### config.mk
export PLATFORM = sky130hd
export DESIGN_NAME = fejkon_pcie_tx_arbiter
export DESIGN_NICKNAME = d
export VERILOG_FILES = /design/src/rtl/fejkon_pcie_tx_arbiter.sv
export SDC_FILE = /design/constraint.sdc
export NUM_CORES = 1
export LEC_CHECK = 0
export ABC_AREA = 1
export CAP_MARGIN = 20
export CORE_AREA = 2 2 421 423
export DETAILED_ROUTE_END_ITERATION = 12
export DIE_AREA = 0 0 423 425
export SLEW_MARGIN = 20
export SYNTH_ARGS = -nofsm -noshare
export SYNTH_HDL_FRONTEND = slang
export SYNTH_SLANG_ARGS = --single-unit
### constraint.sdc
create_clock -name clk -period 23.9 [get_ports clk]
set_clock_uncertainty 0.15 [all_clocks]
set_input_delay 4.78 -clock clk [delete_from_list [all_inputs] [get_ports clk]]
set_output_delay 4.78 -clock clk [all_outputs]
set_load 0.1 [all_outputs]
### src/rtl/fejkon_pcie_tx_arbiter.sv
// fejkon_pcie_tx_arbiter: round-robin, packet-granular arbiter sharing one PCIe TX Avalon-ST stream among N_SRC sources
// Ports: clk/reset (async, active high); in_* per-source Avalon-ST sinks packed source i at [i*W +: W], in_ready back;
//        tx_st_* registered Avalon-ST source (ready latency 0); grant_src/busy show the packet owner;
//        proto_err_cnt saturating count of out-of-packet beats dropped in IDLE.
module fejkon_pcie_tx_arbiter #(
  parameter int N_SRC   = 3,
  parameter int DATA_W  = 256,
  parameter int EMPTY_W = 2,
  parameter int CNT_W   = 16
) (
  input  logic                     clk,
  input  logic                     reset,
  input  logic [N_SRC*DATA_W-1:0]  in_data,
  input  logic [N_SRC*EMPTY_W-1:0] in_empty,
  input  logic [N_SRC-1:0]         in_sop,
  input  logic [N_SRC-1:0]         in_eop,
  input  logic [N_SRC-1:0]         in_error,
  input  logic [N_SRC-1:0]         in_valid,
  output logic [N_SRC-1:0]         in_ready,
  output logic [DATA_W-1:0]        tx_st_data,
  output logic [EMPTY_W-1:0]       tx_st_empty,
  output logic                     tx_st_startofpacket,
  output logic                     tx_st_endofpacket,
  output logic                     tx_st_error,
  output logic                     tx_st_valid,
  input  logic                     tx_st_ready,
  output logic [2:0]               grant_src,
  output logic                     busy,
  output logic [CNT_W-1:0]         proto_err_cnt
);
  localparam logic [0:0] IDLE = 1'b0;
  localparam logic [0:0] PKT  = 1'b1;
  logic [0:0]       r_state;
  logic [2:0]       r_last;
  logic [2:0]       r_grant;
  logic [CNT_W-1:0] r_err_cnt;
  logic [N_SRC-1:0] w_cand, w_perr;
  logic [2:0]       w_win, w_sel;
  logic             w_found, w_can, w_load, w_idle;
  assign w_idle = r_state == IDLE;
  assign w_can  = !tx_st_valid || tx_st_ready;
  assign w_cand = in_valid & in_sop;
  assign w_perr = in_valid & ~in_sop;
  // circular search starting just after the last packet owner
  always_comb begin
    w_found = 1'b0;
    w_win   = '0;
    for (int k = 1; k <= N_SRC; k++)
      if (!w_found && w_cand[(int'(r_last) + k) % N_SRC]) begin
        w_found = 1'b1;
        w_win   = 3'((int'(r_last) + k) % N_SRC);
      end
  end
  assign w_sel  = w_idle ? w_win : r_grant;
  assign w_load = w_can && (w_idle ? w_found : in_valid[w_sel]);
  // out-of-packet beats are drained (ready=1) only while idle
  assign in_ready = reset ? '0 :
                    w_idle ? (w_perr | (N_SRC'(w_found && w_can) << w_win)) :
                    (N_SRC'(w_can) << r_grant);
  assign grant_src     = r_grant;
  assign busy          = r_state == PKT;
  assign proto_err_cnt = r_err_cnt;
  always_ff @(posedge clk or posedge reset) begin
    if (reset) begin
      r_state             <= IDLE;
      r_last              <= 3'(N_SRC - 1);
      r_grant             <= '0;
      r_err_cnt           <= '0;
      tx_st_data          <= '0;
      tx_st_empty         <= '0;
      tx_st_startofpacket <= 1'b0;
      tx_st_endofpacket   <= 1'b0;
      tx_st_error         <= 1'b0;
      tx_st_valid         <= 1'b0;
    end else begin
      if (w_load) begin
        tx_st_data          <= in_data[w_sel*DATA_W +: DATA_W];
        tx_st_empty         <= in_empty[w_sel*EMPTY_W +: EMPTY_W];
        tx_st_startofpacket <= in_sop[w_sel];
        tx_st_endofpacket   <= in_eop[w_sel];
        tx_st_error         <= in_error[w_sel];
        tx_st_valid         <= 1'b1;
      end else if (tx_st_ready) tx_st_valid <= 1'b0;
      if (w_load && in_eop[w_sel]) begin
        r_state <= IDLE;
        r_last  <= w_sel;
      end else if (w_load && w_idle) begin
        r_state <= PKT;
        r_grant <= w_win;
      end
      if (w_idle && |w_perr && r_err_cnt != '1) r_err_cnt <= r_err_cnt + CNT_W'(1);
    end
  end
endmodule
==> results of run 1 <==
## placed cells by master (no fill, tap or decap), drive strengths merged, types with 2 or more instances in the layout
master         instances
clkbuf                53
xnor2                  5
o21ai                521
nor3                   4
dfrtp                284
inv                  575
nand2               1411
clkdlybuf4s50       1009
a21oi                  5
o211ai                 2
a31oi                  2
buf                   96
diode                 16
clkinvlp               5
nand4                 22
clkinv                10
bufinv                 6
nor2                  27
nand3                309
xor2                  11
ha                    21
## stage by stage
step	hold WS, ns	instances	worst slack [ns]	utilization (%)
floorplan	0.3518	3437	6.899	-
finish	0.3341	6743	10.93	21.21
CTS	0.3389	6727	10.95	21.18
global route	0.3564	6734	10.76	21.20
detailed placement	0.3247	6651	10.96	20.32
global placement	0.3191	6651	10.86	20.33
## sequential cells by signal, summed over array words and instances, names as in the netlist, 2 cells and up
signal / flops
proto_err_cnt: 16
grant_src: 3
tx_st_empty: 2
r_last: 3
tx_st_data: 256
## worst min-delay path: stages (launching register included)
cell     delay [ns]
dfrtp_1        0.34
nand2_1        0.05
o21ai_0        0.06
## worst max path at each step
stage	startpoint	end	slack [ns]	cells past startpoint
floorplan	reset	in_ready[1]	6.90	2
global placement	in_valid[2]	in_ready[0]	10.86	14
detailed placement	in_sop[0]	in_ready[2]	10.96	15
CTS	in_sop[0]	in_ready[0]	10.95	15
global route	in_sop[0]	in_ready[0]	10.76	15
finish	in_sop[0]	in_ready[2]	10.93	15
## metal layers
metal / share of wire (%) / vias up
met1: 41 / 12139
met5: 0.10 / -
li1: - / 12448
met3: 8.5 / 164
met2: 48 / 987
met4: 2.9 / 22
## cell type report
type	count	area [µm²]	area share, %
well taps	2340	2928	7.873
flip-flops and latches	285	7133	19.18
repair buffers	1105	10890	29.28
multi-input cells	2348	12530	33.70
diodes	16	40.04	0.1077
inverters	573	2166	5.824
clock buffers	53	1162	3.126
clock inverters	23	340.3	0.9151
## cells by family (layout without fill, tap and decap cells)
logic type,Yosys count,after routing,share of synthesized area (%)
AOI/OAI and AO/OA,532,532,14.60
xor gates and xnor gates,16,16,0.6040
adders and majority gates,21,21,1.132
buffers and inverters,804,1754,15.43
DFF,285,285,30.74
muxes,1,1,0.04853
other,0,16,0
and+or+nand+nor,1778,1778,37.44
==> results.py, run 1 <==
metrics = {
    "sta": {
        "fin_crit_ns": 12.97,
        "slew_headroom_pct": 20.41,
        "slew_violations": 0,
        "min_period_over_period_pct": 54.25,
        "hold_violations": 0,
        "setup_viol": 0,
        "fin_tns_setup_ns": 0,
        "max_slew.worst_pin.slew_ns": 1.190,
        "max_freq_mhz": 77.12,
        "rsz0062_at_grt": "no",
    },
    "worst_hold_path": {
        "hold_depth": 2,
        "min-delay-start": "tx_st_data[31]",
        "hold_path_class": "reg2reg",
        "worstHoldEndpoint": "tx_st_data[31]",
    },
    "synth": {
        "ys_ff_latch": 285,
        "synthDistinctLibCells": 44,
        "syn_inst": 3437,
        "synth-edff-count": 0,
        "synth_warnings": 0,
        "yosys-top-cells-count": "nand2_1, inv_1, nand3_1",
        "syn_avg_cell_area_um2": 6.750,
        "synth_top_area_share_pct": 30.63,
        "synth_ff_type": "dfrtp_1",
        "synth-seq-area-share_pct": 30.74,
        "syn_nets": 4247,
        "async_flop_share_pct": 100.0,
        "synthTopCellsByArea": "dfrtp_1, nand2_1, inv_1",
        "post-synth-top-area-cell": "dfrtp_1",
        "syn_area_mm2": 0.02320,
        "yosysMostFrequentCell": "nand2_1",
    },
    "final_layout": {
        "nNetsFinal": 5165,
        "layout-drive-gt1-share_pct": 13.81,
        "nFillCells": 19737,
        "design_area_mm2": 0.03719,
        "area_growth_syn_to_layout_pct": 60.29,
    },
    "route": {
        "drcViolationCount": 0,
        "wire_per_inst_um": 21.08,
        "avgViaCountPerCell": 3.820,
        "drt-initial-drc-count": 1879,
        "vias": 25760,
        "ant_nets": 0,
        "drt_wl_total_um": 142100,
        "dr.pass1.iters": 5,
    },
    "cts": {
        "tritoncts": "built",
        "clock_sinks": 285,
        "post_cts_resized": 0,
        "ctsHoldBuffers": 0,
        "clk_pin_slew_worst_paths_ns": 0.05,
        "clk_latency_ns": 0.60,
        "ctsHtreeMaxLevel": 2,
        "cts_setup_buffers": 0,
        "cts.root.buffer_cell": "clkbuf_16",
        "ctsLongestPathBuffers": 3,
        "cts_made_buffers": 42,
    },
    "critical_path": {
        "crit_buf_inv": 4,
        "reg2reg_from": "r_last[0]",
        "start_kind": "primary input",
        "r2r_cells": 29,
        "worst_setup_path_end_kind": "primary output",
        "critical_path_class": "in2out",
        "crit_fanout": 4,
        "reg2reg_slack_ns": 15.83,
        "slowest_delay_ns": 1.17,
        "slowest_stage": "clkdlybuf4s50_1",
        "path_cells": "clkdlybuf4s50_1 > nand2_1 > nand3_1 > nand3_1 > nand2_2 > inv_2 > nand2_4 > nor2_4 > o211ai_1 > nand2_1 > inv_2 > nor2_4 > nand3b_1 > a21oi_1 > clkdlybuf4s50_1",
        "crit_family": "buffers and inverters",
        "cp.required_ns": 18.97,
        "regToRegEndpoint": "tx_st_data[183]",
        "cp.arrival_ns": 8.04,
    },
    "placed_design": {
        "place_congestion": 1.008,
        "placed_area_mm2": 0.03564,
        "port_buffers": 1073,
        "dp_hpwl_um": 114200,
    },
    "global_routing": {
        "gr-total-overflow": 0,
        "grt_pass1_vias": 24593,
        "gr-usage-met3_pct": 4.055,
        "grt_pass1_wl_um": 192900,
        "antenna_found_initial": 48,
        "top_usage_layer": "met2",
        "grt_max_degree": 162,
        "met2_usage_pct": 25.11,
        "grt.total_usage_pct": 15.02,
        "grtUsageMet1_pct": 18.74,
    },
    "floorplanning": {
        "pin_count": 1074,
        "die_h_um": 425,
        "core-area_mm2": 0.1753,
        "die_w_um": 423,
        "fp.dieArea_mm2": 0.1798,
        "num_rows": 154,
        "start_util_pct": 13.23,
    },
    "status": {
        "status": "finished clean",
    },
    "run": {
        "drv_cap": 0,
    },
}
Power of run 1 is left out: the tool's default activity adds up to more than one toggle a clock period on the data nets, which glitch-free logic cannot reach.
==> run 2, diff against run 1 <==
CORE_AREA = 2 2 423 425   (was 2 2 421 423)
DIE_AREA = 0 0 425 427   (was 0 0 423 425)
clock period = 12.8 ns   (was 23.9 ns; I/O delays follow)
==> results.py, run 2 (synthesis results as in run 1) <==
metrics = {
    "status": {
        "status": "finished clean",
    },
    "floorplanning": {
        "start_util_pct": 13.09,
        "die_h_um": 427,
        "fp.dieArea_mm2": 0.1815,
        "core-area_mm2": 0.1773,
        "pin_count": 1074,
        "num_rows": 155,
        "die_w_um": 425,
    },
    "placed_design": {
        "placed_area_mm2": 0.03559,
        "dp.cells": 6663,
        "port_buffers": 1073,
        "place_congestion": 0.9164,
        "dp_hpwl_um": 110300,
    },
    "sta": {
        "max_freq_mhz": 109.6,
        "hold_violations": 0,
        "slew_headroom_pct": 19.80,
        "setup_viol": 0,
        "fin_crit_ns": 9.125,
        "fin_tns_setup_ns": 0,
        "rsz0062_at_grt": "no",
        "min_period_over_period_pct": 71.29,
        "max_slew.worst_pin.slew_ns": 1.199,
        "slew_violations": 0,
    },
    "critical_path": {
        "worst_setup_path_end_kind": "primary output",
        "slowest_delay_ns": 1.17,
        "cp.required_ns": 10.09,
        "start_kind": "flop",
        "crit_fanout": 40,
        "slowest_stage": "clkdlybuf4s50_1",
        "cp.arrival_ns": 6.41,
        "critical_path_class": "reg2out",
    },
    "cts": {
        "ctsHoldBuffers": 0,
        "cts_made_buffers": 45,
        "tritoncts": "built",
        "post_cts_resized": 0,
        "ctsLongestPathBuffers": 3,
        "cts.root.buffer_cell": "clkbuf_16",
        "clk_pin_slew_worst_paths_ns": 0.06,
        "clock_sinks": 285,
        "clk_latency_ns": 0.62,
        "ctsHtreeMaxLevel": 2,
        "cts_setup_buffers": 0,
    },
    "route": {
        "drt-initial-drc-count": 1755,
        "wire_per_inst_um": 20.32,
        "avgViaCountPerCell": 3.804,
        "drt_wl_total_um": 137300,
        "vias": 25700,
        "drcViolationCount": 0,
        "ant_nets": 0,
        "dr.pass1.iters": 5,
    },
    "final_layout": {
        "design_area_mm2": 0.03724,
        "largest_reg_flops": 256,
        "mostFrequentLayoutCells": "nand2_1, clkdlybuf4s50_1, inv_1",
        "top_register": "tx_st_data",
        "final_util_pct": 21.01,
        "final_cells": 6756,
        "layout-drive-gt1-share_pct": 14.23,
        "area_growth_syn_to_layout_pct": 60.53,
        "nNetsFinal": 5165,
        "layout_commonest_cell": "nand2_1",
    },
    "global_routing": {
        "gr-total-overflow": 0,
        "grt_max_degree": 139,
        "grt_pass1_wl_um": 187800,
        "grt.total_usage_pct": 14.41,
        "antenna_found_initial": 29,
        "grt_pass1_vias": 24575,
    },
    "worst_hold_path": {
        "hold_path_class": "reg2reg",
    },
    "run": {
        "drv_cap": 0,
    },
}
## run 2: changes by cell type in the layout (fill, tap and decap cells not counted), sizes merged
cell | previous run | this run
clkdlybuf4s50 | 1009 | 996
buf | 96 | 105
diode | 16 | 10
clkbuf | 53 | 57
clkinv | 10 | 14
clkinvlp | 5 | 4
inv | 575 | 576
## run 2: critical path, delay by kind of cell, from the launching register on
| kind | cells | cell delay, ns |
|---|---|---|
| adder cells (fa/ha/maj) | 4 | 1.15 |
| buffers and inverters | 8 | 2.33 |
| AO/OA/AOI/OAI | 3 | 0.44 |
| flip-flops | 1 | 0.66 |
| AND/OR/NAND/NOR | 12 | 1.20 |
## run 2: worst paths after layout
kind	start	endpoint	slack, ns	cells after the start
max	r_last[0]	in_ready[2]	3.68	27
min	tx_st_endofpacket	tx_st_endofpacket	0.33	2
max reg2reg	r_last[0]	tx_st_data[44]	5.32	27
min reg2reg	tx_st_endofpacket	tx_st_endofpacket	0.33	2
max in group asynchronous	reset	tx_st_data[155]	8.16	4
min in group asynchronous	reset	tx_st_data[36]	2.26	2
## run 2: layout make-up
cell class	count	area, µm²
fill	20041	140000
multi-input combinational	2348	12530
timing repair buffer	1102	10820
sequential	285	7133
tap	2355	2947
inverter	573	2166
clock buffer	56	1257
clock inverter	27	365.4
antenna	10	25.02
## run 2: routing by layer
layer | wire length (µm) | global-route usage, % | up-vias
met5 | 109 | 0 | -
met3 | 11350 | 3.977 | 161
met1 | 55940 | 17.85 | 12138
met4 | 3756 | 4.043 | 16
li1 | - | - | 12448
met2 | 66140 | 24.30 | 937
## run 2: stage by stage
step	setup WS, ns	hold WS [ns]
after floorplan	0.2393	0.3518
after global placement	3.931	0.3132
after detailed placement	3.994	0.3211
after CTS	3.612	0.3350
after global routing	3.222	0.3511
final	3.675	0.3321
Power of run 2 is left out for the same reason.
